<file path="src/rtl/dispatch_stage.sv">
// Registered dispatch stage: holds one decoded instruction, resolves its operands
// against regfile/ROB/CDBs, and issues it to the RS or LSB while allocating a ROB entry.
module dispatch_stage #(
   parameter int DATA_W = 32,
   parameter int ROB_W  = 4,
   parameter int REG_W  = 5,
   parameter int OP_W   = 6,
   parameter int CDB_N  = 2
) (
   input  logic                      clk_in,
   input  logic                      rst_n_in,
   input  logic                      rdy_in,
   input  logic                      flush_in,
   input  logic                      id_valid,
   output logic                      id_ready,
   input  logic [OP_W-1:0]           id_op,
   input  logic                      id_is_mem,
   input  logic [REG_W-1:0]          id_rd,
   input  logic [REG_W-1:0]          id_rs1,
   input  logic [REG_W-1:0]          id_rs2,
   input  logic                      id_rs1_use,
   input  logic                      id_rs2_use,
   input  logic [DATA_W-1:0]         id_imm,
   input  logic [DATA_W-1:0]         id_pc,
   input  logic                      reg_rs1_busy,
   input  logic                      reg_rs2_busy,
   input  logic [ROB_W-1:0]          reg_rs1_tag,
   input  logic [ROB_W-1:0]          reg_rs2_tag,
   input  logic [DATA_W-1:0]         reg_rs1_val,
   input  logic [DATA_W-1:0]         reg_rs2_val,
   input  logic                      rob_q1_ready,
   input  logic                      rob_q2_ready,
   input  logic [DATA_W-1:0]         rob_q1_val,
   input  logic [DATA_W-1:0]         rob_q2_val,
   input  logic                      rob_full,
   input  logic [ROB_W-1:0]          rob_nxt_tag,
   output logic                      rob_alloc,
   output logic                      reg_rename_en,
   input  logic [CDB_N-1:0]          cdb_valid,
   input  logic [CDB_N*ROB_W-1:0]    cdb_tag,
   input  logic [CDB_N*DATA_W-1:0]   cdb_val,
   input  logic                      rs_full,
   input  logic                      lsb_full,
   output logic                      iss_rs_valid,
   output logic                      iss_lsb_valid,
   output logic [OP_W-1:0]           iss_op,
   output logic [REG_W-1:0]          iss_rd,
   output logic [ROB_W-1:0]          iss_tag,
   output logic [DATA_W-1:0]         iss_pc,
   output logic [DATA_W-1:0]         iss_imm,
   output logic                      iss_qj_busy,
   output logic                      iss_qk_busy,
   output logic [DATA_W-1:0]         iss_vj,
   output logic [DATA_W-1:0]         iss_vk,
   output logic [ROB_W-1:0]          iss_qj,
   output logic [ROB_W-1:0]          iss_qk
);

   typedef enum logic {S_EMPTY, S_HELD} state_t;
   state_t state_q, state_d;

   logic [OP_W-1:0]   h_op;
   logic              h_is_mem;
   logic [REG_W-1:0]  h_rd;
   logic [DATA_W-1:0] h_pc, h_imm, h_vj, h_vk;
   logic              h_qj_busy, h_qk_busy;
   logic [ROB_W-1:0]  h_qj, h_qk;

   logic held, can_issue, accept, fwd1, fwd2;
   logic [DATA_W:0] j_hit, k_hit, r1_hit, r2_hit;
   logic              wj_busy, wk_busy;
   logic [DATA_W-1:0] wj_val, wk_val;
   logic [ROB_W-1:0]  wj_tag, wk_tag;
   logic [ROB_W+DATA_W:0] op1, op2;

   // {hit, value} of the lowest-numbered CDB broadcasting tag
   function automatic logic [DATA_W:0] cdb_match(
      input logic [ROB_W-1:0]        tag,
      input logic [CDB_N-1:0]        v,
      input logic [CDB_N*ROB_W-1:0]  tags,
      input logic [CDB_N*DATA_W-1:0] vals
   );
      logic [DATA_W:0] r;
      r = '0;
      for (int unsigned i = 0; i < CDB_N; i++) begin
         if (!r[DATA_W] && v[i] && (tags[i*ROB_W +: ROB_W] == tag))
            r = {1'b1, vals[i*DATA_W +: DATA_W]};
      end
      return r;
   endfunction

   // Capture-time operand resolution, packed as {busy, tag, value}
   function automatic logic [ROB_W+DATA_W:0] resolve(
      input logic              use_op,
      input logic              fwd,
      input logic              rbusy,
      input logic [ROB_W-1:0]  rtag,
      input logic [DATA_W-1:0] rval,
      input logic [DATA_W:0]   hit,
      input logic              rob_rdy,
      input logic [DATA_W-1:0] rob_val,
      input logic [ROB_W-1:0]  nxt_tag
   );
      if (!use_op)          return '0;
      else if (fwd)         return {1'b1, nxt_tag, {DATA_W{1'b0}}};
      else if (!rbusy)      return {1'b0, {ROB_W{1'b0}}, rval};
      else if (hit[DATA_W]) return {1'b0, {ROB_W{1'b0}}, hit[DATA_W-1:0]};
      else if (rob_rdy)     return {1'b0, {ROB_W{1'b0}}, rob_val};
      else                  return {1'b1, rtag, {DATA_W{1'b0}}};
   endfunction

   always_comb begin
      held      = (state_q == S_HELD);
      can_issue = held & !rob_full & (h_is_mem ? !lsb_full : !rs_full) & rdy_in & !flush_in;
      id_ready  = rdy_in & !flush_in & (!held | can_issue);
      accept    = id_valid & id_ready;
      fwd1      = can_issue & (h_rd != '0) & (h_rd == id_rs1);
      fwd2      = can_issue & (h_rd != '0) & (h_rd == id_rs2);

      j_hit  = cdb_match(h_qj, cdb_valid, cdb_tag, cdb_val);
      k_hit  = cdb_match(h_qk, cdb_valid, cdb_tag, cdb_val);
      r1_hit = cdb_match(reg_rs1_tag, cdb_valid, cdb_tag, cdb_val);
      r2_hit = cdb_match(reg_rs2_tag, cdb_valid, cdb_tag, cdb_val);

      wj_busy = h_qj_busy & !j_hit[DATA_W];
      wk_busy = h_qk_busy & !k_hit[DATA_W];
      wj_val  = h_qj_busy ? (j_hit[DATA_W] ? j_hit[DATA_W-1:0] : '0) : h_vj;
      wk_val  = h_qk_busy ? (k_hit[DATA_W] ? k_hit[DATA_W-1:0] : '0) : h_vk;
      wj_tag  = wj_busy ? h_qj : '0;
      wk_tag  = wk_busy ? h_qk : '0;

      op1 = resolve(id_rs1_use, fwd1, reg_rs1_busy, reg_rs1_tag, reg_rs1_val,
                    r1_hit, rob_q1_ready, rob_q1_val, rob_nxt_tag);
      op2 = resolve(id_rs2_use, fwd2, reg_rs2_busy, reg_rs2_tag, reg_rs2_val,
                    r2_hit, rob_q2_ready, rob_q2_val, rob_nxt_tag);
   end

   always_comb begin
      iss_rs_valid  = can_issue & !h_is_mem;
      iss_lsb_valid = can_issue & h_is_mem;
      rob_alloc     = can_issue;
      reg_rename_en = can_issue & (h_rd != '0);
      iss_tag       = can_issue ? rob_nxt_tag : '0;
      iss_op        = held ? h_op    : '0;
      iss_rd        = held ? h_rd    : '0;
      iss_pc        = held ? h_pc    : '0;
      iss_imm       = held ? h_imm   : '0;
      iss_qj_busy   = held & wj_busy;
      iss_qk_busy   = held & wk_busy;
      iss_vj        = held ? wj_val  : '0;
      iss_vk        = held ? wk_val  : '0;
      iss_qj        = held ? wj_tag  : '0;
      iss_qk        = held ? wk_tag  : '0;
   end

   always_comb begin
      state_d = state_q;
      if (rdy_in) begin
         if (flush_in)       state_d = S_EMPTY;
         else if (accept)    state_d = S_HELD;
         else if (can_issue) state_d = S_EMPTY;
      end
   end

   always_ff @(posedge clk_in or negedge rst_n_in) begin
      if (!rst_n_in) state_q <= S_EMPTY;
      else           state_q <= state_d;
   end

   // Record is zeroed whenever the stage empties so outputs read 0 without a held gate
   always_ff @(posedge clk_in or negedge rst_n_in) begin
      if (!rst_n_in) begin
         h_op <= '0; h_is_mem <= 1'b0; h_rd <= '0; h_pc <= '0; h_imm <= '0;
         h_qj_busy <= 1'b0; h_qj <= '0; h_vj <= '0;
         h_qk_busy <= 1'b0; h_qk <= '0; h_vk <= '0;
      end else if (rdy_in) begin
         if (flush_in || (!accept && can_issue)) begin
            h_op <= '0; h_is_mem <= 1'b0; h_rd <= '0; h_pc <= '0; h_imm <= '0;
            h_qj_busy <= 1'b0; h_qj <= '0; h_vj <= '0;
            h_qk_busy <= 1'b0; h_qk <= '0; h_vk <= '0;
         end else if (accept) begin
            h_op <= id_op; h_is_mem <= id_is_mem; h_rd <= id_rd;
            h_pc <= id_pc; h_imm <= id_imm;
            h_qj_busy <= op1[ROB_W+DATA_W];
            h_qj      <= op1[DATA_W +: ROB_W];
            h_vj      <= op1[DATA_W-1:0];
            h_qk_busy <= op2[ROB_W+DATA_W];
            h_qk      <= op2[DATA_W +: ROB_W];
            h_vk      <= op2[DATA_W-1:0];
         end else if (held) begin
            h_qj_busy <= wj_busy; h_qj <= wj_tag; h_vj <= wj_val;
            h_qk_busy <= wk_busy; h_qk <= wk_tag; h_vk <= wk_val;
         end
      end
   end

endmodule

</file>
<file path="config.mk">
export PLATFORM = sky130hd
export DESIGN_NAME = dispatch_stage
export DESIGN_NICKNAME = d
export VERILOG_FILES = /design/src/rtl/dispatch_stage.sv
export SDC_FILE = /design/constraint.sdc
export NUM_CORES = 1
export LEC_CHECK = 0
export ABC_AREA = 0
export CAP_MARGIN = 20
export CORE_AREA = 2 2 183 185
export CTS_CLUSTER_DIAMETER = 80
export DETAILED_ROUTE_END_ITERATION = 10
export DIE_AREA = 0 0 185 187
export PLACE_DENSITY = 0.66
export RECOVER_POWER = 50
export SLEW_MARGIN = 20
export SYNTH_ARGS = -nofsm -noshare
export SYNTH_HDL_FRONTEND = slang
export SYNTH_SLANG_ARGS = --single-unit
</file>
<file path="constraint.sdc">
create_clock -name clk_in -period 2.3 [get_ports clk_in]
set_clock_uncertainty 0.15 [all_clocks]
set_input_delay 0.345 -clock clk_in [delete_from_list [all_inputs] [get_ports clk_in]]
set_output_delay 0.345 -clock clk_in [all_outputs]
set_load 0.1 [all_outputs]
</file>
==> flow_summary.json <==
{
  "path_cells": "buf_6, xor2_2, nor4_4, buf_6, buf_6, and3_1, a221oi_1, buf_4, nor2b_4, buf_12",
  "synth_cells": 1155,
  "fmax_mhz": 329,
  "syn_nets": 1469,
  "final_max_slew_viol_count": 45,
  "synthFlopType": "dfrtp_1",
  "critPathLaunch": "h_qk[3]",
  "setup_violations": 196,
  "power_density_mw_per_mm2": 473,
  "cts_tree": "yes",
  "synth_simple_gate_area_share_pct": 18.7,
  "preCtsSetupSlack_ps": -731,
  "coreArea_mm2": 0.0329,
  "synth_top_area_share_pct": 36.7,
  "reg2regPathDepth": 13,
  "grt.overflow.total": 0,
  "ant_nets": 0,
  "instances_no_fill": 2245,
  "synth.area.mux_share_pct": 1.02,
  "place_congestion": 0.962,
  "worstPathRequired_ps": 1800,
  "yosysWarnings": 0,
  "final_common_cell": "clkdlybuf4s50_1",
  "root_buffer": "clkbuf_16",
  "drtPass1Iterations": 7,
  "min-delay-start": "h_pc[13]",
  "synthDistinctLibCells": 54,
  "status": "finished with violations",
  "synthXorXnorAreaFrac_pct": 3.32,
  "wirelength_um": 59500,
  "critPathKind": "reg -> out",
  "drt_iter0_drc": 1400,
  "seq_area_frac_synth_pct": 36.7,
  "vias_per_cell": 5.97,
  "rr_startpoint": "held",
  "synth_edf_count": 0,
  "worstPathArrival_ps": 2540,
  "dp_cells": 2139,
  "crit_path_end_kind": "output pin",
  "grt_max_degree": 78,
  "path_buf_inv": 5,
  "dr_wl_met2_um": 28900,
  "syn_area_per_cell_um2": 8.90,
  "synth-compound-area-share_pct": 34.9,
  "grt_pass1_wl_um": 84100,
  "die_w_um": 185,
  "dp_hpwl_um": 39200,
  "ir_worst_vdd_uv": 474,
  "ios": 472,
  "start_kind": "register",
  "grt_usage_pct": 32.1,
  "met3WireLength_um": 6300,
  "synth_area_leaders": "dfrtp_1, a22o_1, and2_1, a22oi_1, clkbuf_1",
  "leakage_nw": 8.68,
  "vias": 13397,
  "hp-class": "reg -> reg",
  "holdPathEnd": "h_pc[13]",
  "die_h_um": 187,
  "die_area_mm2": 0.0346,
  "topRoutingLayerUsed": "met4",
  "synth_area_mm2": 0.0103,
  "path_common_cell": "buf_6",
  "numCtsBuffers": 17,
  "remaining_drc_errors": 0,
  "crit_path_top_delay_cell": "dfrtp_1",
  "synth.largest_area_cell": "dfrtp_1",
  "nets": 2091,
  "synth-async-reset-ratio_pct": 100,
  "drive_gt1_share_pct": 41.9,
  "areaGrowthSynthToFinish_pct": 117,
  "drv_cap": 1,
  "cts_max_path_buffers": 2,
  "post-route-period-util_pct": 132,
  "antenna_found_initial": 6,
  "finalWorstSetupSlack_ps": -736,
  "synth_top_family_by_area": "compound AO/OA/AOI/OAI gates",
  "path_clk_slew_ps": 70,
  "timing.rr.end": "h_vk[18]",
  "tightest_slew_ps": 1530,
  "r2r_slack_ps": -430,
  "clkSinkCount": 151,
  "min_path_cells": 1,
  "path_max_fanout": 6,
  "htree_num_levels": 4,
  "synth_fa_ha_area_share_pct": 0,
  "period_minus_slack_ps": 3040,
  "rsz0062_at_grt": "yes",
  "cp_top_family": "buffers and inverters",
  "routedWlPerCell_um": 26.5,
  "clk-insertion-delay-late_ps": 440,
  "wl_met1_um": 21400,
  "synth_seq_cells": 151,
  "failed_checks": "max-capacitance violations, max-slew violations, negative setup slack",
  "port_buffers": 471,
  "slew_headroom_pct": -1.68,
  "hold_viol": 0,
  "grt_pass1_vias": 13723,
  "final_cell_mix": "clkdlybuf4s50_1, buf_12, buf_4",
  "row_count": 67,
  "initial_core_util_pct": 31.3,
  "cpPeakStageDelay_ps": 430,
  "total_power_mw": 10.5
}
layout make-up:
cell class / instances / area [um^2]
Tap cell: 448 / 561
Clock buffer: 17 / 425
Antenna cell: 8 / 20.0
Sequential cell: 151 / 3790
Multi-Input combinational cell: 869 / 8050
Timing Repair Buffer: 729 / 9230
Inverter: 9 / 41.3
Clock inverter: 14 / 153
Fill cell: 2431 / 10600
synthesized netlist by cell type (all sizes together) (3+ instances only):
library cell and n:
a311o 31, nor3b 3, nor3 4, o21ai 50, and3 29, nor2 60, a22oi 67, a31o 10
nand2 55, nand3 37, a22o 77, mux2i 9, a21oi 70, clkbuf 116, nand2b 5, o2bb2ai 3
a222oi 32, xnor2 17, o211ai 33, o31ai 23, buf 10, o221ai 33, nor4 10, xor2 22
or3b 3, nor2b 42, dfrtp 151, inv 9, and2 92, a221oi 21, o22ai 11
worst max-delay path by stage:
| stage | end | slack [ps] | cells after the start |
|---|---|---|---|
| 3_5_place_dp | iss_vk[19] | -730 | 10 |
| 6_report | iss_vk[2] | -740 | 10 |
| 2_1_floorplan | iss_vk[19] | -340 | 7 |
| 5_1_grt | iss_vk[19] | -840 | 10 |
| 4_1_cts | iss_vk[19] | -720 | 10 |
| 3_3_place_gp | iss_vk[19] | -780 | 10 |
through the flow:
step           TNS [ps]  util, %  area, um^2  hold WS, ps
2_1_floorplan    -30660        -       11500         -101
3_3_place_gp    -114370     59.7       19600          209
3_5_place_dp    -118190     59.7       19600          211
4_1_cts          -64060     64.7       21300          317
5_1_grt          -89370     67.8       22300          350
6_report         -69910     67.8       22300          345
what timing repair did:
item,4_1_cts,5_1_grt
endpoints found under the hold margin,37,0
hold buffers,1,0
endpoints found under the setup margin,299,235
pin swaps,57,84
setup buffers,39,26
resized for setup,113,149
cloned,9,13
cells by family after synthesis:
logic type	count (synthesis)
xor+xnor	39
mux	10
buf+inv	135
compound gates	472
simple gates	348
flops	151
flip-flops by register name, summed over array words and instances, names as in the netlist:
name	count
h_rd	5
h_qj	4
h_vk	32
h_pc	32
h_qk_busy	1
h_qj_busy	1
held	1
h_qk	4
h_imm	32
h_is_mem	1
h_vj	32
h_op	6
routing by layer:
metal	global-route usage, %	vias to the layer above
li1	-	5737
met1	37.7	6581
met2	52.8	904
met3	9.09	175
met4	17.3	0
met5	0	-
where the power goes:
part / switching (mW) / total (mW) / internal (mW)
clock network: 1.39 / 2.93 / 1.54
logic: 2.44 / 4.52 / 2.08
registers: 0.177 / 3.08 / 2.90
total: 4.00 / 10.5 / 6.52
No activity file was read; power rests on OpenSTA's default activity.
